**src/rtl/latq_bank_pkg.sv**
```systemverilog
// Shared constants and the bus-slicing helper for the latch-queue bank.
// The helper widens any packed bus to the largest legal size so a single function serves every parameterisation.
package latq_bank_pkg;

   localparam int CNT_W   = 4;
   localparam int CNT_MAX = 15;
   localparam int MAX_W   = 32;
   localparam int MAX_BUS = 512;

   function automatic logic [MAX_W-1:0] chan_slice(input logic [MAX_BUS-1:0] bus,
                                                   input int width,
                                                   input int idx);
      logic [MAX_BUS-1:0] shifted;
      shifted = bus >> (width * idx);
      return shifted[MAX_W-1:0];
   endfunction

endpackage

```
**src/rtl/latq_bank_chan.sv**
```systemverilog
// One latch channel: the shadow register, the registered active flag,
// the sticky hold-violation flag and the saturating count of closing events.
module latq_bank_chan
   import latq_bank_pkg::*;
#(
   parameter int WIDTH = 8,
   parameter int E_POL = 1
) (
   input  logic             clk,
   input  logic             rst_n,
   input  logic             e,
   input  logic [WIDTH-1:0] d,
   input  logic             clr_viol,
   output logic [WIDTH-1:0] s,
   output logic             viol,
   output logic [CNT_W-1:0] capcnt
);

   localparam logic POL = 1'(E_POL);

   logic active;
   logic active_q;
   logic closing;

   assign active  = ~(e ^ POL);
   assign closing = active_q & ~active;

   // A new violation takes priority over a same-cycle clear so that no event is lost.
   always_ff @(posedge clk or negedge rst_n) begin
      if (!rst_n) begin
         active_q <= 1'b0;
         s        <= '0;
         viol     <= 1'b0;
         capcnt   <= '0;
      end else begin
         active_q <= active;
         if (active) begin
            s <= d;
         end
         if (closing && (d != s)) begin
            viol <= 1'b1;
         end else if (clr_viol) begin
            viol <= 1'b0;
         end
         if (closing && (capcnt != CNT_W'(CNT_MAX))) begin
            capcnt <= capcnt + CNT_W'(1);
         end
      end
   end

endmodule

```
**src/rtl/latq_bank.sv**
```systemverilog
// Bank of independent clocked latch channels with an optional double-buffered output
// that only moves when COMMIT is asserted.
module latq_bank
   import latq_bank_pkg::*;
#(
   parameter int WIDTH    = 8,
   parameter int CHANNELS = 4,
   parameter int E_POL    = 1,
   parameter int DBUF     = 0
) (
   input  logic                      CLK,
   input  logic                      RN,
   input  logic [CHANNELS-1:0]       E,
   input  logic [CHANNELS*WIDTH-1:0] D,
   input  logic                      COMMIT,
   input  logic                      CLR_VIOL,
   output logic [CHANNELS*WIDTH-1:0] Q,
   output logic [CHANNELS-1:0]       VIOL,
   output logic [CHANNELS*CNT_W-1:0] CAPCNT
);

   if (WIDTH < 1 || WIDTH > MAX_W) begin : g_bad_width
      $fatal(1, "latq_bank: WIDTH must be in 1..32");
   end
   if (CHANNELS < 1 || CHANNELS > 16) begin : g_bad_channels
      $fatal(1, "latq_bank: CHANNELS must be in 1..16");
   end
   if (E_POL != 0 && E_POL != 1) begin : g_bad_pol
      $fatal(1, "latq_bank: E_POL must be 0 or 1");
   end
   if (DBUF != 0 && DBUF != 1) begin : g_bad_dbuf
      $fatal(1, "latq_bank: DBUF must be 0 or 1");
   end

   logic [CHANNELS*WIDTH-1:0] shadow;

   for (genvar i = 0; i < CHANNELS; i++) begin : g_chan
      latq_bank_chan #(
         .WIDTH (WIDTH),
         .E_POL (E_POL)
      ) u_chan (
         .clk      (CLK),
         .rst_n    (RN),
         .e        (E[i]),
         .d        (WIDTH'(chan_slice(MAX_BUS'(D), WIDTH, i))),
         .clr_viol (CLR_VIOL),
         .s        (shadow[i*WIDTH +: WIDTH]),
         .viol     (VIOL[i]),
         .capcnt   (CAPCNT[i*CNT_W +: CNT_W])
      );
   end

   if (DBUF == 1) begin : g_dbuf
      logic [CHANNELS*WIDTH-1:0] q_reg;

      // The copy takes the pre-edge shadow, so a load coinciding with COMMIT waits for the next one.
      always_ff @(posedge CLK or negedge RN) begin
         if (!RN) begin
            q_reg <= '0;
         end else if (COMMIT) begin
            q_reg <= shadow;
         end
      end

      assign Q = q_reg;
   end else begin : g_direct
      assign Q = shadow;
   end

endmodule

```
**config.mk**
```make
export PLATFORM = sky130hd
export DESIGN_NAME = latq_bank
export DESIGN_NICKNAME = d
export VERILOG_FILES = /design/src/rtl/latq_bank_pkg.sv /design/src/rtl/latq_bank_chan.sv /design/src/rtl/latq_bank.sv
export SDC_FILE = /design/constraint.sdc
export NUM_CORES = 1
export LEC_CHECK = 0
export CORE_ASPECT_RATIO = 0.7
export CORE_MARGIN = 2
export CORE_UTILIZATION = 48
export CTS_CLUSTER_SIZE = 28
export DETAILED_ROUTE_END_ITERATION = 10
export MAX_ROUTING_LAYER = met4
export PLACE_DENSITY_LB_ADDON = 0.1
export SYNTH_ARGS = -nofsm -noshare
export SYNTH_HDL_FRONTEND = slang
export SYNTH_SLANG_ARGS = --single-unit
```
**constraint.sdc**
```tcl
create_clock -name CLK -period 2.9 [get_ports CLK]
set_input_delay 0.29 -clock CLK [delete_from_list [all_inputs] [get_ports CLK]]
set_output_delay 0.29 -clock CLK [all_outputs]
set_load 0.01 [all_outputs]
```
# After elaboration in Yosys (flattened, before gate mapping)
# Index checks and enable logic that the tools add are counted.
[classes]
n_mul = 0
eq_ne = 8
order_cmp = 0
reduce_logical = 12
bitwise_logic = 8
shift = 0
muxes = 5
add_sub_neg = 4
n_div = 0
[op_table]
columns = ["cell", "n"]
rows = [
  ["!= test 8 bit", 4],
  ["adder 4 x 1 -> 4 bit (second input constant)", 4],
  ["!= test 4 bit (second input constant)", 4],
  ["logical AND 1 bit", 8],
  ["nonzero test 2 bit", 4],
  ["2-to-1 mux 1 bit", 5],
  ["bitwise AND 1 bit", 4],
  ["NOT 1 bit", 4],
]
[totals]
romBits = 0
ram_bits = 0
latch_bits = 0
n_memories = 0
in_bits = 40
ff_bits = 56
word_cells = 53
output_inout_bits = 52

# Logic depth before layout (Yosys ltp)
# Gate-level depths: netlist (run 1).
[logic_depth]
ltp_word = 4
mapped_depth = 5
mapped_depth_nobuf = 5

# Hierarchy
# A second synthesis (run 1) with hierarchy kept.
[unflattened]
hier_cells = 196
hier_area_um2 = 2607.5
[by_module_without_submodules]
columns = ["mod", "seq_area_each_um2", "instances", "cells_each", "area_each_um2"]
rows = [
  ["latq_bank_chan", 350.3, 4, 49, 651.9],
]

# Least setup slack after synthesis (run 1)
# No wires, ideal clock.
[synth_path]
path_kind = "reg2reg"
from = "reg g_chan[1].u_chan.capcnt[0]"
to = "reg g_chan[1].u_chan.capcnt[1]"
arrival_ns = 1.240
n_path_buf = 0
period_less_slack_ns = 1.365
required_time_ns = 2.775
setup_ns = 0.125
setup_slack_ns = 1.535
path_stages_with_launch = 4
cell_sequence = "dfrtp_1 -> ha_1 -> a31oi_4 -> mux2_2"
[synth_via]
elab_chain_cells = 2
elab_cells_between_ends = 3
classes_between = "add/sub (1); eq/ne (1); reduce/logical (1)"
[synth_rtl]
columns = ["element", "line", "rtl"]
rows = [
  ["from (decl)", "latq_bank_chan.sv:16", "output logic [CNT_W-1:0] capcnt"],
  ["from (signal assigned)", "latq_bank_chan.sv:46", "capcnt <= capcnt + CNT_W'(1);"],
  ["branches (longest 2 deep; another with adder 4 x 1 -> 4 bit)", "--", ""],
]
# Parallel ways; which one is timed is not known.
# A chain may end at the register's enable or synchronous reset.

# Final worst setup path (run 1)
[layout_path]
from = "reg g_chan[3].u_chan.capcnt[2]"
to = "out CAPCNT[14]"
[layout_rtl]
columns = ["element", "line", "rtl"]
rows = [
  ["from (decl)", "latq_bank_chan.sv:16", ""],
  ["from (signal assigned)", "latq_bank_chan.sv:46", ""],
  ["to (decl)", "latq_bank.sv:19", "output logic [CHANNELS*CNT_W-1:0] CAPCNT"],
]
# No word-level cell between the ends.

==> impl_metrics.yaml, run 1 <==
critical_path:
  critPathArrivalTime_ns: 1.35
  start_kind: "register"
  cp.buffers_inverters: 1
  critical-path-max-stage-delay_ns: 0.58
  cp.required_ns: 2.61
  reg2reg_from: "g_chan[3].u_chan.capcnt[0]"
  path_cells: "clkdlybuf4s50_1"
  cp-startpoint: "g_chan[3].u_chan.capcnt[2]"
  crit_slowest_cell: "clkdlybuf4s50_1"
  critPathKind: "reg -> out"
  path_max_fanout: 4
  critPathTopFamily: "buffers and inverters"
  worstSetupEndpointType: "primary output"
power:
  p_leak_nw: 1.429
  power.total_mw: 2.420
  p_int_mw: 1.677
  ir_drop_v: 0.0005561
  swShare_pct: 30.70
  switching_power_mw: 0.7429
  powerDensity_nw_per_um2: 667.1
  power_frac_seq_pct: 47.4
  clkPwrFrac_pct: 17.8
  power_frac_comb_pct: 34.8
die:
  start_util_pct: 49.55
  die_h_um: 65.48
  die-area_um2: 6012
  boundaryPins: 92
  die_x_um: 91.82
  core_um2: 5230
  std_cell_rows: 22
synthesis:
  ys_types: 21
  ys_top_cells_by_area: "dfrtp_1 54%, mux2_2 16%, xnor2_1 13%, nand4_1 2.7%, a31oi_4 2.5%"
  synth_area_leader_cell: "dfrtp_1"
  synth_top_area_share_pct: 54.08
  ys_seq_area_share_pct: 54.08
  synthCells: 187
  synth_warnings: 0
  synthesis.nets: 231
  ys_ff_latch: 56
  synth_area_um2: 2591
  syn_area_per_cell_um2: 13.86
sta:
  setup_viol: 0
  fin_crit_sh_pct: 56.49
  fin_crit_ns: 1.638
  clock_skew_ns: 0.009660
  slew_headroom_pct: 66.11
  rsz0062_at_grt: "no"
  worst_pin_slew_ns: 0.5068
  slew_violations: 0
  hold_violations: 0
  fmax_mhz: 610.4
  finalSetupTns_ns: 0
clock_network:
  cts_resized: 0
  cts_tree: "built"
  post_cts_buffers: 0
  clkTransAtPathRegs_ns: 0.10
  cts_buffer_depth: 2
  htreeDepth: 2
  clock-sinks: 56
  numCtsBuffers: 5
  cts_hold_buffers: 1
  clockRootBuffer: "clkbuf_8"
  clkLatencyLatePin_ns: 0.30
route:
  vias: 1665
  wl_per_cell_um: 13.24
  drt-initial-drc-count: 16
  dr.pass1.iters: 4
  viasPerCell: 4.730
  wirelength_um: 4661
  post-route-drc-count: 0
  detail-route-antenna-nets: 0
grt:
  grt_max_degree: 27
  grt_pass1_wl_um: 7748
  track_usage_pct: 16.99
  grt_pass1_vias: 1685
  antenna_found_initial: 0
  overflow: 0
flow_run:
  max-cap-violations: 0
final_layout:
  final_util_pct: 69.35
  layout.nets: 323
  layout_common_cells: "89 x clkdlybuf4s50_1, 56 x dfrtp_1, 39 x xnor2_1"
  antenna_cells: 0
  final_cell_area_um2: 3627
  finalNonFillerCells: 352
  area_growth_pct: 39.98
  final_common_cell: "clkdlybuf4s50_1"
  fillers: 393
  drive_gt1_share_pct: 18.93
min_path:
  hp-class: "in -> async"
placement:
  gp_routability_congestion: 0.7373
  hpwl_um: 3565
  port_buffers: 90
  place_area_um2: 3523
  dpl.cell_count: 343
run_status:
  outcome: "finished clean"
-- synth_stat cells (all sizes together) --
library cell and number:
buf 8, mux2 36, nor2b 2, dfrtp 56, xor2 4, a31oi 4, nor2 4, xnor2 39
nand4 11, nand3 2, nand2 4, o21ai 2, nand2b 3, ha 4, inv 4, a21oi 1
o22ai 3
-- power by group through the flow --
stage          logic (mW)  clock network [mW]  registers [mW]
6_report            0.842               0.430            1.15
3_3_place_gp        0.840                   0            1.16
3_5_place_dp        0.857                   0            1.16
4_1_cts             0.858               0.451            1.15
2_1_floorplan       0.332                   0            1.21
5_1_grt             0.913               0.492            1.18
-- cells by family (layout without fill, tap and decap cells) --
logic type / Yosys count / after routing / share of synthesized area, %
AO/OA/AOI/OAI: 10 / 10 / 4.008
XOR/XNOR: 43 / 43 / 14.53
adder cells (fa/ha/maj): 4 / 4 / 1.932
buffers and inverters: 12 / 105 / 3.235
flip-flops: 56 / 56 / 54.08
multiplexers: 36 / 36 / 15.64
AND/OR/NAND/NOR: 26 / 26 / 6.567
-- area by class of cell --
| type | instances | area, um^2 | share of cell area [%] |
|---|---|---|---|
| clock buffer | 7 | 86.33 | 2.380 |
| clock inverter | 1 | 7.507 | 0.2070 |
| inverter | 4 | 15.01 | 0.4139 |
| multi-input combinational | 119 | 1106 | 30.49 |
| sequential | 56 | 1401 | 38.63 |
| tap | 72 | 90.09 | 2.484 |
| timing repair buffer | 93 | 920.9 | 25.39 |
-- flip-flops by register name (all words and copies together), names as in the netlist --
| register | cells |
|---|---|
| g_chan.u_chan.viol | 4 |
| g_chan.u_chan.active_q | 4 |
| g_chan.u_chan.s | 32 |
| g_chan.u_chan.capcnt | 16 |
-- metrics by stage --
stage | setup WS [ns] | hold slack [ns]
floorplan | 1.535 | -0.005591
global placement | 1.031 | 0.2337
detailed placement | 1.023 | 0.2307
CTS | 1.234 | 0.4203
global route | 1.198 | 0.4531
finish | 1.262 | 0.4391
-- layer usage --
| metal | global-route usage (%) | share of wire [%] |
|---|---|---|
| met1 | 22.71 | 48 |
| met2 | 26.19 | 45 |
| met3 | 3.784 | 5.2 |
| met4 | 5.597 | 0.92 |
| met5 | - | 0 |
-- path summary, 6_finish.rpt --
path | cells past startpoint | endpoint | slack, ns
max | 1 | CAPCNT[14] | 1.26
max reg2reg | 3 | g_chan[3].u_chan.capcnt[1] | 1.50
max in group asynchronous | 3 | g_chan[0].u_chan.s[7] | 1.79
min in group CLK | 1 | g_chan[3].u_chan.capcnt[0] | 0.53
min reg2reg | 1 | g_chan[3].u_chan.capcnt[0] | 0.53
min | 2 | g_chan[3].u_chan.viol | 0.44
-- worst register-to-register path, stage by stage (launching register included) --
cell and delay, ns:
dfrtp_1 0.43, ha_1 0.26, a31oi_4 0.24, mux2_2 0.36
Power figures use the tool's default switching activity.
==> run 2: changes to the inputs <==
--- a/config.mk
+++ b/config.mk
@@ -7,7 +7,7 @@
 export LEC_CHECK = 0
 export CORE_ASPECT_RATIO = 0.7
 export CORE_MARGIN = 2
-export CORE_UTILIZATION = 48
+export CORE_UTILIZATION = 45
 export CTS_CLUSTER_SIZE = 28
 export DETAILED_ROUTE_END_ITERATION = 10
 export MAX_ROUTING_LAYER = met4
==> constraint.sdc (replaced) <==
create_clock -name CLK -period 1.66 [get_ports CLK]
set_input_delay 0.166 -clock CLK [delete_from_list [all_inputs] [get_ports CLK]]
set_output_delay 0.166 -clock CLK [all_outputs]
set_load 0.01 [all_outputs]
==> impl_metrics.yaml, run 2 (synthesized netlist as in run 1, its figures left out) <==
sta:
  worst_slack_ns: 0.1298
  finalSetupTns_ns: 0
  worst_pin_slew_ns: 0.3004
  fmax_mhz: 653.5
  slew_violations: 0
  fin_crit_sh_pct: 92.18
  rsz0062_at_grt: "no"
  fin_crit_ns: 1.530
  clock_skew_ns: 0.008325
  hold_violations: 0
  setup_viol: 0
  slew_headroom_pct: 79.98
critical_path:
  path_max_fanout: 4
  r2r-end: "g_chan[1].u_chan.capcnt[1]"
  crit_slowest_cell: "clkdlybuf4s50_1"
  critPathArrivalTime_ns: 1.36
  critPathTopFamily: "buffers and inverters"
  reg2reg_from: "g_chan[1].u_chan.capcnt[0]"
  cp.required_ns: 1.49
  critical-path-max-stage-delay_ns: 0.59
  worstSetupEndpointType: "primary output"
  critPathKind: "reg -> out"
  path_cells: "clkdlybuf4s50_1"
  cp.buffers_inverters: 1
  ff2ff_setup_slack_ns: 0.25
  start_kind: "register"
  rr_worst_depth: 3
final_layout:
  register_area_um2: 1401
  top_regs: "g_chan.u_chan.s: 32 flops, g_chan.u_chan.capcnt: 16 flops"
  drive_gt1_share_pct: 19.79
  multi_input_area_um2: 1106
  layout_common_cells: "89 x clkdlybuf4s50_1, 56 x dfrtp_1, 39 x xnor2_1"
  antenna_cells: 0
  top_register: "g_chan.u_chan.s"
  layout.nets: 326
  fillers: 461
  finalNonFillerCells: 358
  area_growth_pct: 41.48
  largest_reg_flops: 32
  final_cell_area_um2: 3666
  final_common_cell: "clkdlybuf4s50_1"
placement:
  hpwl_um: 3567
  place_ws_ns: 0.2196
  place_area_um2: 3562
  port_buffers: 90
  gp_routability_congestion: 0.7269
  dpl.cell_count: 349
power:
  powerDensity_nw_per_um2: 1163
  p_int_mw: 2.941
  switching_power_mw: 1.321
  ir_drop_v: 0.0009831
  power_frac_seq_pct: 47.1
  p_leak_nw: 1.448
  swShare_pct: 30.99
  power.total_mw: 4.262
  clkPwrFrac_pct: 17.9
  power_frac_comb_pct: 35.0
clock_network:
  cts_buffer_depth: 2
  cts_tree: "built"
  clkTransAtPathRegs_ns: 0.10
  clock-sinks: 56
  htreeDepth: 2
  numCtsBuffers: 5
  cts_resized: 0
  clockRootBuffer: "clkbuf_8"
  clkLatencyLatePin_ns: 0.30
route:
  post-route-drc-count: 0
  wl_per_cell_um: 13.34
  detail-route-antenna-nets: 0
  drt-initial-drc-count: 39
  wirelength_um: 4777
  dr.pass1.iters: 4
  vias: 1683
  viasPerCell: 4.701
die:
  die_h_um: 67.49
  core_um2: 5640
  start_util_pct: 45.94
  die-area_um2: 6391
  boundaryPins: 92
  die_x_um: 94.70
  std_cell_rows: 23
grt:
  antenna_found_initial: 0
  grt_pass1_wl_um: 7921
  overflow: 0
  track_usage_pct: 16.49
  grt_pass1_vias: 1710
  grt_max_degree: 57
run_status:
  outcome: "finished clean"
flow_run:
  max-cap-violations: 0
min_path:
  hp-class: "in -> async"
run 2: cell count changes in the layout (fill, tap and decap cells not counted), sizes merged:
cell / change
buf: +3
run 2: what timing repair did:
item | 4_1_cts | 5_1_grt
buffers inserted | 0 | 0
endpoints found under the hold margin | 56 | 0
hold buffers | 1 | 0
run 2: how the worst max path moves through the flow:
stage	depth (start not counted)	startpoint	slack (ns)	endpoint
6_report	1	g_chan[1].u_chan.capcnt[2]	0.13	CAPCNT[6]
5_1_grt	1	g_chan[1].u_chan.capcnt[2]	0.07	CAPCNT[6]
4_1_cts	1	g_chan[1].u_chan.capcnt[2]	0.12	CAPCNT[6]
3_5_place_dp	4	E[1]	0.22	g_chan[1].u_chan.capcnt[1]
3_3_place_gp	4	E[2]	0.23	g_chan[2].u_chan.capcnt[1]
2_1_floorplan	3	g_chan[1].u_chan.capcnt[0]	0.30	g_chan[1].u_chan.capcnt[1]
run 2: per-layer routing:
layer	GRT usage, %	part of all wire, %
met3	3.795	3.5
met4	3.261	0.40
met2	26.42	47
met1	21.87	49
met5	-	0
run 2: power groups by stage:
stage | Sequential, mW | Combinational (mW) | Clock [mW]
floorplan | 2.12 | 0.580 | 0
global placement | 2.03 | 1.47 | 0
detailed placement | 2.03 | 1.51 | 0
CTS | 2.01 | 1.51 | 0.798
global route | 2.06 | 1.62 | 0.857
finish | 2.01 | 1.49 | 0.764
run 2: final cells by class:
| cell class | count | share of cell area, % |
|---|---|---|
| clock buffers | 7 | 2.355 |
| clock inverters | 1 | 0.2048 |
| inverters | 4 | 0.4096 |
| multi-input cells | 119 | 30.17 |
| flip-flops and latches | 56 | 38.23 |
| well taps | 75 | 2.560 |
| repair buffers | 96 | 26.08 |
run 2: per-stage QoR:
step	util [%]	hold slack, ns
floorplan	-	-0.1296
global placement	63.15	0.1881
detailed placement	63.15	0.2034
CTS	65.00	0.4113
global route	65.00	0.4349
finish	65.00	0.3906
run 2: worst min-delay path, stage by stage:
cell and delay (ns):
dlygate4sd3_1 0.52, buf_2 0.13, buf_12 0.27
